==> config.mk <==
export PLATFORM = sky130hd
export DESIGN_NAME = sched_acc_allocator
export DESIGN_NICKNAME = d
export VERILOG_FILES = /design/src/rtl/sched_acc_allocator.sv
export SDC_FILE = /design/constraint.sdc
export NUM_CORES = 1
export LEC_CHECK = 0
export ABC_AREA = 1
export BUFFER_PORTS_ARGS = -buffer_cell sky130_fd_sc_hd__buf_4
export CORE_ASPECT_RATIO = 0.9
export CORE_UTILIZATION = 47
export DETAILED_ROUTE_END_ITERATION = 8
export PLACE_DENSITY = 0.76
export SYNTH_ARGS = -nofsm -noshare
export SYNTH_HDL_FRONTEND = slang
export SYNTH_SLANG_ARGS = --single-unit
==> constraint.sdc <==
create_clock -name clk -period 2.05 [get_ports clk]
set_input_delay 0.1025 -clock clk [delete_from_list [all_inputs] [get_ports clk]]
set_output_delay 0.1025 -clock clk [all_outputs]
set_load 0.005 [all_outputs]
==> src/rtl/sched_acc_allocator.sv <==
`default_nettype none
// ============================================================================
// Module      : sched_acc_allocator
// Description : Allocates one accelerator instance to a task request. The
//               task type is looked up in the scheduling data memory (read
//               port B), then the type's instance range is searched for a
//               non-busy accelerator. A busy bitmap tracks allocations and
//               is cleared through the free port.
//               Optional feature macro: SCHED_ROUND_ROBIN_EN (per-type
//               round-robin start offset for the instance search).
// Revision    : 1.0 - initial release
// ============================================================================
module sched_acc_allocator #(
    parameter int MAX_ACCS               = 16,
    parameter int MAX_ACC_TYPES          = 16,
    parameter int ACC_BITS               = $clog2(MAX_ACCS),
    parameter int ACC_TYPE_BITS          = $clog2(MAX_ACC_TYPES),
    parameter int SCHED_DATA_BITS        = 48,
    parameter int SCHED_DATA_ACCID_L     = 0,
    parameter int SCHED_DATA_COUNT_L     = 8,
    parameter int SCHED_DATA_TASK_TYPE_L = 16,
    parameter int SCHED_DATA_TASK_TYPE_H = 47,
    parameter int SCHED_TASKTYPE_BITS    = SCHED_DATA_TASK_TYPE_H - SCHED_DATA_TASK_TYPE_L + 1
) (
    input  logic                           clk,
    input  logic                           rst,
    input  logic [ACC_TYPE_BITS:0]         num_acc_types,
    input  logic                           req_valid,
    output logic                           req_ready,
    input  logic [SCHED_TASKTYPE_BITS-1:0] req_task_type,
    output logic                           resp_valid,
    input  logic                           resp_ready,
    output logic [1:0]                     resp_code,
    output logic [ACC_BITS-1:0]            resp_acc_id,
    output logic [ACC_TYPE_BITS-1:0]       scheduleData_portB_addr,
    output logic                           scheduleData_portB_en,
    input  logic [SCHED_DATA_BITS-1:0]     scheduleData_portB_dout,
    input  logic                           free_valid,
    input  logic [ACC_BITS-1:0]            free_acc_id,
    output logic [MAX_ACCS-1:0]            busy_mask
);

    localparam logic [1:0] c_RESP_GRANT   = 2'b00;
    localparam logic [1:0] c_RESP_BUSY    = 2'b01;
    localparam logic [1:0] c_RESP_UNKNOWN = 2'b10;

    typedef enum logic [2:0] {
        S_IDLE         = 3'd0,
        S_LOOKUP_ISSUE = 3'd1,
        S_LOOKUP_CHECK = 3'd2,
        S_SEARCH       = 3'd3,
        S_RESP         = 3'd4
    } state_t;

    state_t                           r_state;
    state_t                           w_next_state;

    logic [ACC_TYPE_BITS-1:0]         r_idx;
    logic [SCHED_TASKTYPE_BITS-1:0]   r_type;
    logic [ACC_BITS-1:0]              r_first;
    logic [ACC_BITS-1:0]              r_last;
    logic [ACC_BITS-1:0]              r_off;
    logic [ACC_BITS-1:0]              r_cnt;
    logic [MAX_ACCS-1:0]              r_busy;
    logic [1:0]                       r_code;
    logic [ACC_BITS-1:0]              r_id;

    logic [SCHED_TASKTYPE_BITS-1:0]   w_dout_type;
    logic [ACC_BITS-1:0]              w_dout_first;
    logic [ACC_BITS-1:0]              w_dout_last;
    logic                             w_match;
    logic [ACC_TYPE_BITS:0]           w_idx_inc;
    logic                             w_last_entry;
    logic [ACC_BITS-1:0]              w_cand;
    logic                             w_cand_free;
    logic [ACC_BITS-1:0]              w_start_off;
    logic                             w_grant_hs;
    logic [MAX_ACCS-1:0]              w_free_mask;
    logic [MAX_ACCS-1:0]              w_grant_mask;
    logic                             w_unused;

    // Field extraction from the scheduling data word
    assign w_dout_type  = scheduleData_portB_dout[SCHED_DATA_TASK_TYPE_H:SCHED_DATA_TASK_TYPE_L];
    assign w_dout_first = scheduleData_portB_dout[SCHED_DATA_ACCID_L +: ACC_BITS];
    assign w_dout_last  = scheduleData_portB_dout[SCHED_DATA_COUNT_L +: ACC_BITS];
    assign w_unused     = &{1'b0, scheduleData_portB_dout};

    assign w_match      = (w_dout_type == r_type);
    assign w_idx_inc    = {1'b0, r_idx} + 1'b1;
    // Also stop at the end of the table so an oversized count cannot loop
    assign w_last_entry = (w_idx_inc == num_acc_types) ||
                          (w_idx_inc == (ACC_TYPE_BITS+1)'(MAX_ACC_TYPES));

    // Candidate ID wraps modulo 2^ACC_BITS
    assign w_cand       = r_first + r_off;
    assign w_cand_free  = ~r_busy[w_cand];

    assign w_grant_hs   = (r_state == S_RESP) && resp_ready && (r_code == c_RESP_GRANT);
    assign w_free_mask  = free_valid ? (MAX_ACCS'(1) << free_acc_id) : '0;
    assign w_grant_mask = w_grant_hs ? (MAX_ACCS'(1) << r_id) : '0;

`ifdef SCHED_ROUND_ROBIN_EN
    logic [ACC_BITS-1:0] r_rr [MAX_ACC_TYPES];
    logic [ACC_BITS-1:0] w_rr_cur;

    assign w_rr_cur = r_rr[r_idx];

    // Resume one past the last granted offset; a pointer at or beyond the
    // end of the range (including a stale one) restarts the search at 0
    always_comb begin
        w_start_off = '0;
        if (w_rr_cur < w_dout_last) begin
            w_start_off = w_rr_cur + 1'b1;
        end
    end

    // Remember the granted offset for the type once the grant is consumed
    always_ff @(posedge clk) begin
        if (rst) begin
            for (int i = 0; i < MAX_ACC_TYPES; i++) begin
                r_rr[i] <= '0;
            end
        end else if (w_grant_hs) begin
            r_rr[r_idx] <= r_off;
        end
    end
`else
    // Lowest free instance first
    assign w_start_off = '0;
`endif

    // State register
    always_ff @(posedge clk) begin
        if (rst) begin
            r_state <= S_IDLE;
        end else begin
            r_state <= w_next_state;
        end
    end

    // Next-state decode
    always_comb begin
        w_next_state = r_state;
        case (r_state)
            S_IDLE: begin
                if (req_valid) begin
                    w_next_state = (num_acc_types == '0) ? S_RESP : S_LOOKUP_ISSUE;
                end
            end
            S_LOOKUP_ISSUE: begin
                w_next_state = S_LOOKUP_CHECK;
            end
            S_LOOKUP_CHECK: begin
                if (w_match) begin
                    w_next_state = S_SEARCH;
                end else if (w_last_entry) begin
                    w_next_state = S_RESP;
                end else begin
                    w_next_state = S_LOOKUP_ISSUE;
                end
            end
            S_SEARCH: begin
                if (w_cand_free || (r_cnt == r_last)) begin
                    w_next_state = S_RESP;
                end
            end
            S_RESP: begin
                if (resp_ready) begin
                    w_next_state = S_IDLE;
                end
            end
            default: begin
                w_next_state = S_IDLE;
            end
        endcase
    end

    // Lookup / search datapath and response registers
    always_ff @(posedge clk) begin
        if (rst) begin
            r_idx   <= '0;
            r_type  <= '0;
            r_first <= '0;
            r_last  <= '0;
            r_off   <= '0;
            r_cnt   <= '0;
            r_code  <= c_RESP_GRANT;
            r_id    <= '0;
        end else begin
            case (r_state)
                S_IDLE: begin
                    if (req_valid) begin
                        r_type <= req_task_type;
                        r_idx  <= '0;
                        if (num_acc_types == '0) begin
                            r_code <= c_RESP_UNKNOWN;
                            r_id   <= '0;
                        end
                    end
                end
                S_LOOKUP_CHECK: begin
                    if (w_match) begin
                        r_first <= w_dout_first;
                        r_last  <= w_dout_last;
                        r_off   <= w_start_off;
                        r_cnt   <= '0;
                    end else if (w_last_entry) begin
                        r_code <= c_RESP_UNKNOWN;
                        r_id   <= '0;
                    end else begin
                        r_idx <= w_idx_inc[ACC_TYPE_BITS-1:0];
                    end
                end
                S_SEARCH: begin
                    if (w_cand_free) begin
                        r_code <= c_RESP_GRANT;
                        r_id   <= w_cand;
                    end else if (r_cnt == r_last) begin
                        r_code <= c_RESP_BUSY;
                        r_id   <= '0;
                    end else begin
                        r_cnt <= r_cnt + 1'b1;
                        r_off <= (r_off == r_last) ? '0 : r_off + 1'b1;
                    end
                end
                S_RESP: begin
                    if (resp_ready) begin
                        r_code <= c_RESP_GRANT;
                        r_id   <= '0;
                    end
                end
                default: begin
                end
            endcase
        end
    end

    // Busy bitmap: release first, then a consumed grant sets its bit
    always_ff @(posedge clk) begin
        if (rst) begin
            r_busy <= '0;
        end else begin
            r_busy <= (r_busy & ~w_free_mask) | w_grant_mask;
        end
    end

    assign req_ready               = (r_state == S_IDLE);
    assign resp_valid              = (r_state == S_RESP);
    assign resp_code               = r_code;
    assign resp_acc_id             = r_id;
    assign scheduleData_portB_en   = (r_state == S_LOOKUP_ISSUE);
    assign scheduleData_portB_addr = r_idx;
    assign busy_mask               = r_busy;

endmodule
`default_nettype wire
==> flow_metrics.tcl <==
set metrics [dict create \
    status "finished with violations" \
    violations "negative setup slack" \
    endpoint_kind "register" \
    grt_max_degree 50 \
    slew_headroom_pct 45.10 \
    power.switching_uw 1186 \
    hold_viol 0 \
    post-route-period-util_pct 111.1 \
    ant_nets 0 \
    power.internal_uw 2698 \
    cpLargestDelayFamily "adder cells" \
    cts_tree "built" \
    path_clk_slew_ns 0.09 \
    cp_data_arrival_time_ns 2.56 \
    slew_viol_final 0 \
    first_pass_iters 5 \
    pwr_density_cell_nw_per_um2 671.0 \
    critPathLaunchType "register" \
    p_leak_uw 0.002572 \
    cpMaxStageDelayCell "fa_2" \
    synth_cell_types 32 \
    rows 32 \
    wl_per_cell_um 13.16 \
    coreArea_um2 8688 \
    fin_ws_ns -0.2283 \
    grt_usage_pct 24.85 \
    maxCapViolCount 0 \
    ioPinCount 123 \
    drc 0 \
    viasPerCell 5.072 \
    cts_root_buf "clkbuf_8" \
    wirelength_um 11870 \
    switching_share_pct 30.54 \
    avgSynthCellArea_um2 6.620 \
    power_frac_comb_pct 23.1 \
    place_congestion 0.8544 \
    die_h_um 92.56 \
    multiInputGateArea_um2 2551 \
    insertion_delay_ns 0.36 \
    cp_num_cells 13 \
    layout-drive-gt1-share_pct 25.80 \
    grt_pass1_wl_um 18730 \
    die_w_um 102.6 \
    num-nets-final 880 \
    antenna_found_initial 0 \
    start_util_pct 49.29 \
    path_common_cell "nand2_1" \
    design_area_um2 5789 \
    ys.flop_type "dfxtp_1" \
    p_total_uw 3885 \
    cts_buffer_depth 2 \
    final_core_util_pct 66.63 \
    clockPowerShare_pct 33.1 \
    synth_fp_nets 749 \
    fill_cells 755 \
    ys_seq_area_share_pct 35.99 \
    drt_iter0_markers 243 \
    clock-sinks 77 \
    r2r_cells 13 \
    grt_remaining_overflow 0 \
    path_cells "ha_4 > fa_2 > inv_4 > nand3_2 > nand2_1 > nand2_1 > nand2_1 > nand2_2 > nand2_4 > nand2_8 > buf_6 > nand3_2 > a21oi_2" \
    io_buffers 114 \
    die_area_um2 9499 \
    fmax_ghz 0.4389 \
    ys_ff_latch 77 \
    hp-class "input pin to register" \
    seqCellArea_um2 1548 \
    worstHoldPathCells 3 \
    finClkSkew_ns 0.01224 \
    place_area_um2 5353 \
    worst_pin_slew_ns 0.8184 \
    synth_enable_flop_cells 0 \
    cts_made_buffers 9 \
    htreeDepth 3 \
    area_growth_pct 35.17 \
    cpPeakStageDelay_ns 0.62 \
    path_buf_inv 2 \
    ys_warn_count 0 \
    grt_setup_unrepaired "true" \
    diodes 0 \
    path_class "register to register" \
    setup-violations-final 17 \
    hpwl_um 8489 \
    async_reset_ff_share_pct 0 \
    finalCriticalPeriod_ns 2.278 \
    synth_area_um2 4283 \
    crit_fanout 7 \
    grt_pass1_vias 4234 \
    worstPathRequired_ns 2.33 \
    power_frac_seq_pct 43.8 \
    via_count 4575 \
    peakVddDrop_mv 0.3669 \
    postSynthCellCount 647 \
]
-- per-layer routing --
layer	up-vias	GRT usage [%]	share of wire, %
met5	-	0	0
met3	18	5.585	5.9
met1	2068	31.78	45
met2	148	41.39	48
li1	2341	-	-
met4	0	7.262	1.9
-- registers in the layout (all words and copies together) (netlist names) --
signal / cells
scheduleData_portB_addr: 4
r_type: 32
r_last: 4
r_cnt: 4
resp_acc_id: 4
busy_mask: 16
r_off: 4
r_first: 4
resp_code: 2
r_state: 3
-- worst min-delay path, cell delays in order --
cell and delay (ns):
buf_4 0.11, nand2_1 0.06, a21oi_1 0.06
-- power by group through the flow --
stage	Combinational [uW]	Clock, uW	Sequential, uW
6_report	898	1290	1700
5_1_grt	1010	1380	1710
4_1_cts	881	1300	1700
3_5_place_dp	857	0	1730
3_3_place_gp	831	0	1730
2_1_floorplan	539	0	1720
-- what timing repair did --
item                                   CTS  global route
cloned                                   0             2
setup endpoints to repair               17            21
endpoints found under the hold margin    6             0
setup buffers                            2             0
pin swaps                                2             6
hold buffers                             6             0
resized for setup                       13            13
-- cell type report --
cell class / instances / share of cell area (%)
multi-input cells: 484 / 44.07
flip-flops and latches: 77 / 26.73
repair buffers: 137 / 18.15
inverters: 69 / 4.647
well taps: 119 / 2.572
clock buffers: 9 / 2.140
clock inverters: 7 / 1.686
-- cells by family (layout without fill, tap and decap cells) --
group                      count (synthesis)  in the layout  share of synthesized area [%]
AOI/OAI and AO/OA                        103            103                          12.24
xor gates and xnor gates                  32             32                          6.544
adders and majority gates                  8              8                          2.512
buffers and inverters                     88            222                          8.121
DFF                                       77             77                          35.99
and+or+nand+nor                          339            341                          34.59
-- path summary, 6_finish.rpt --
check	startpoint	to	slack, ns
max reg2reg	r_off[0]$_SDFFE_PP0P_	r_off[3]$_SDFFE_PP0P_	-0.23
max	r_off[0]$_SDFFE_PP0P_	r_off[3]$_SDFFE_PP0P_	-0.23
min	scheduleData_portB_dout[10]	r_last[2]$_SDFFE_PP0P_	0.007
min reg2reg	r_type[27]$_SDFFE_PP0P_	r_type[27]$_SDFFE_PP0P_	0.47
-- metrics by stage --
stage,instances,setup TNS (ns),worst slack (ns),hold WS [ns]
4_1_cts,900,-1.311,-0.1125,0.003843
5_1_grt,902,-4.014,-0.2857,-0.003877
6_report,902,-2.708,-0.2283,0.006594
2_1_floorplan,647,0,0.003306,0.2471
3_5_place_dp,876,-2.913,-0.2396,0.3663
3_3_place_gp,876,-1.013,-0.09242,0.3536
-- cells in the final DEF (no fill, tap or decap), types with 3 or more instances in the layout --
cell,count
dfxtp_1,74
o21ai_0,34
nor2_4,4
clkinv_1,3
inv_2,5
o21ai_2,3
dlygate4sd3_1,6
inv_4,4
nand4_1,3
ha_1,6
buf_4,129
nand2_2,6
inv_1,57
nor2_2,8
xnor2_1,30
nand2_4,4
clkbuf_8,9
a21oi_1,61
nand2_1,178
nand3_2,7
nor2_1,57
nand3_1,54
nor3_1,12
-- synth_stat cells (2+ instances only) --
cell / count / area (um^2)
nand2_2: 3 / 18.77
clkbuf_1: 15 / 56.30
nor2_4: 4 / 45.04
inv_4: 2 / 12.51
dfxtp_1: 77 / 1541
nand2_4: 3 / 33.78
a21oi_1: 62 / 310.3
nor2_1: 60 / 225.2
xnor2_1: 31 / 271.5
nand3_1: 59 / 295.3
nor3_1: 12 / 60.06
ha_1: 7 / 87.58
nand3_2: 4 / 40.04
nor2_2: 5 / 31.28
o21ai_0: 38 / 190.2
clkinv_1: 3 / 11.26
inv_2: 6 / 22.52
inv_1: 58 / 217.7
nand2_1: 183 / 686.9
nand4_1: 3 / 18.77
Note: power is estimated with default switching activity, not from simulation.
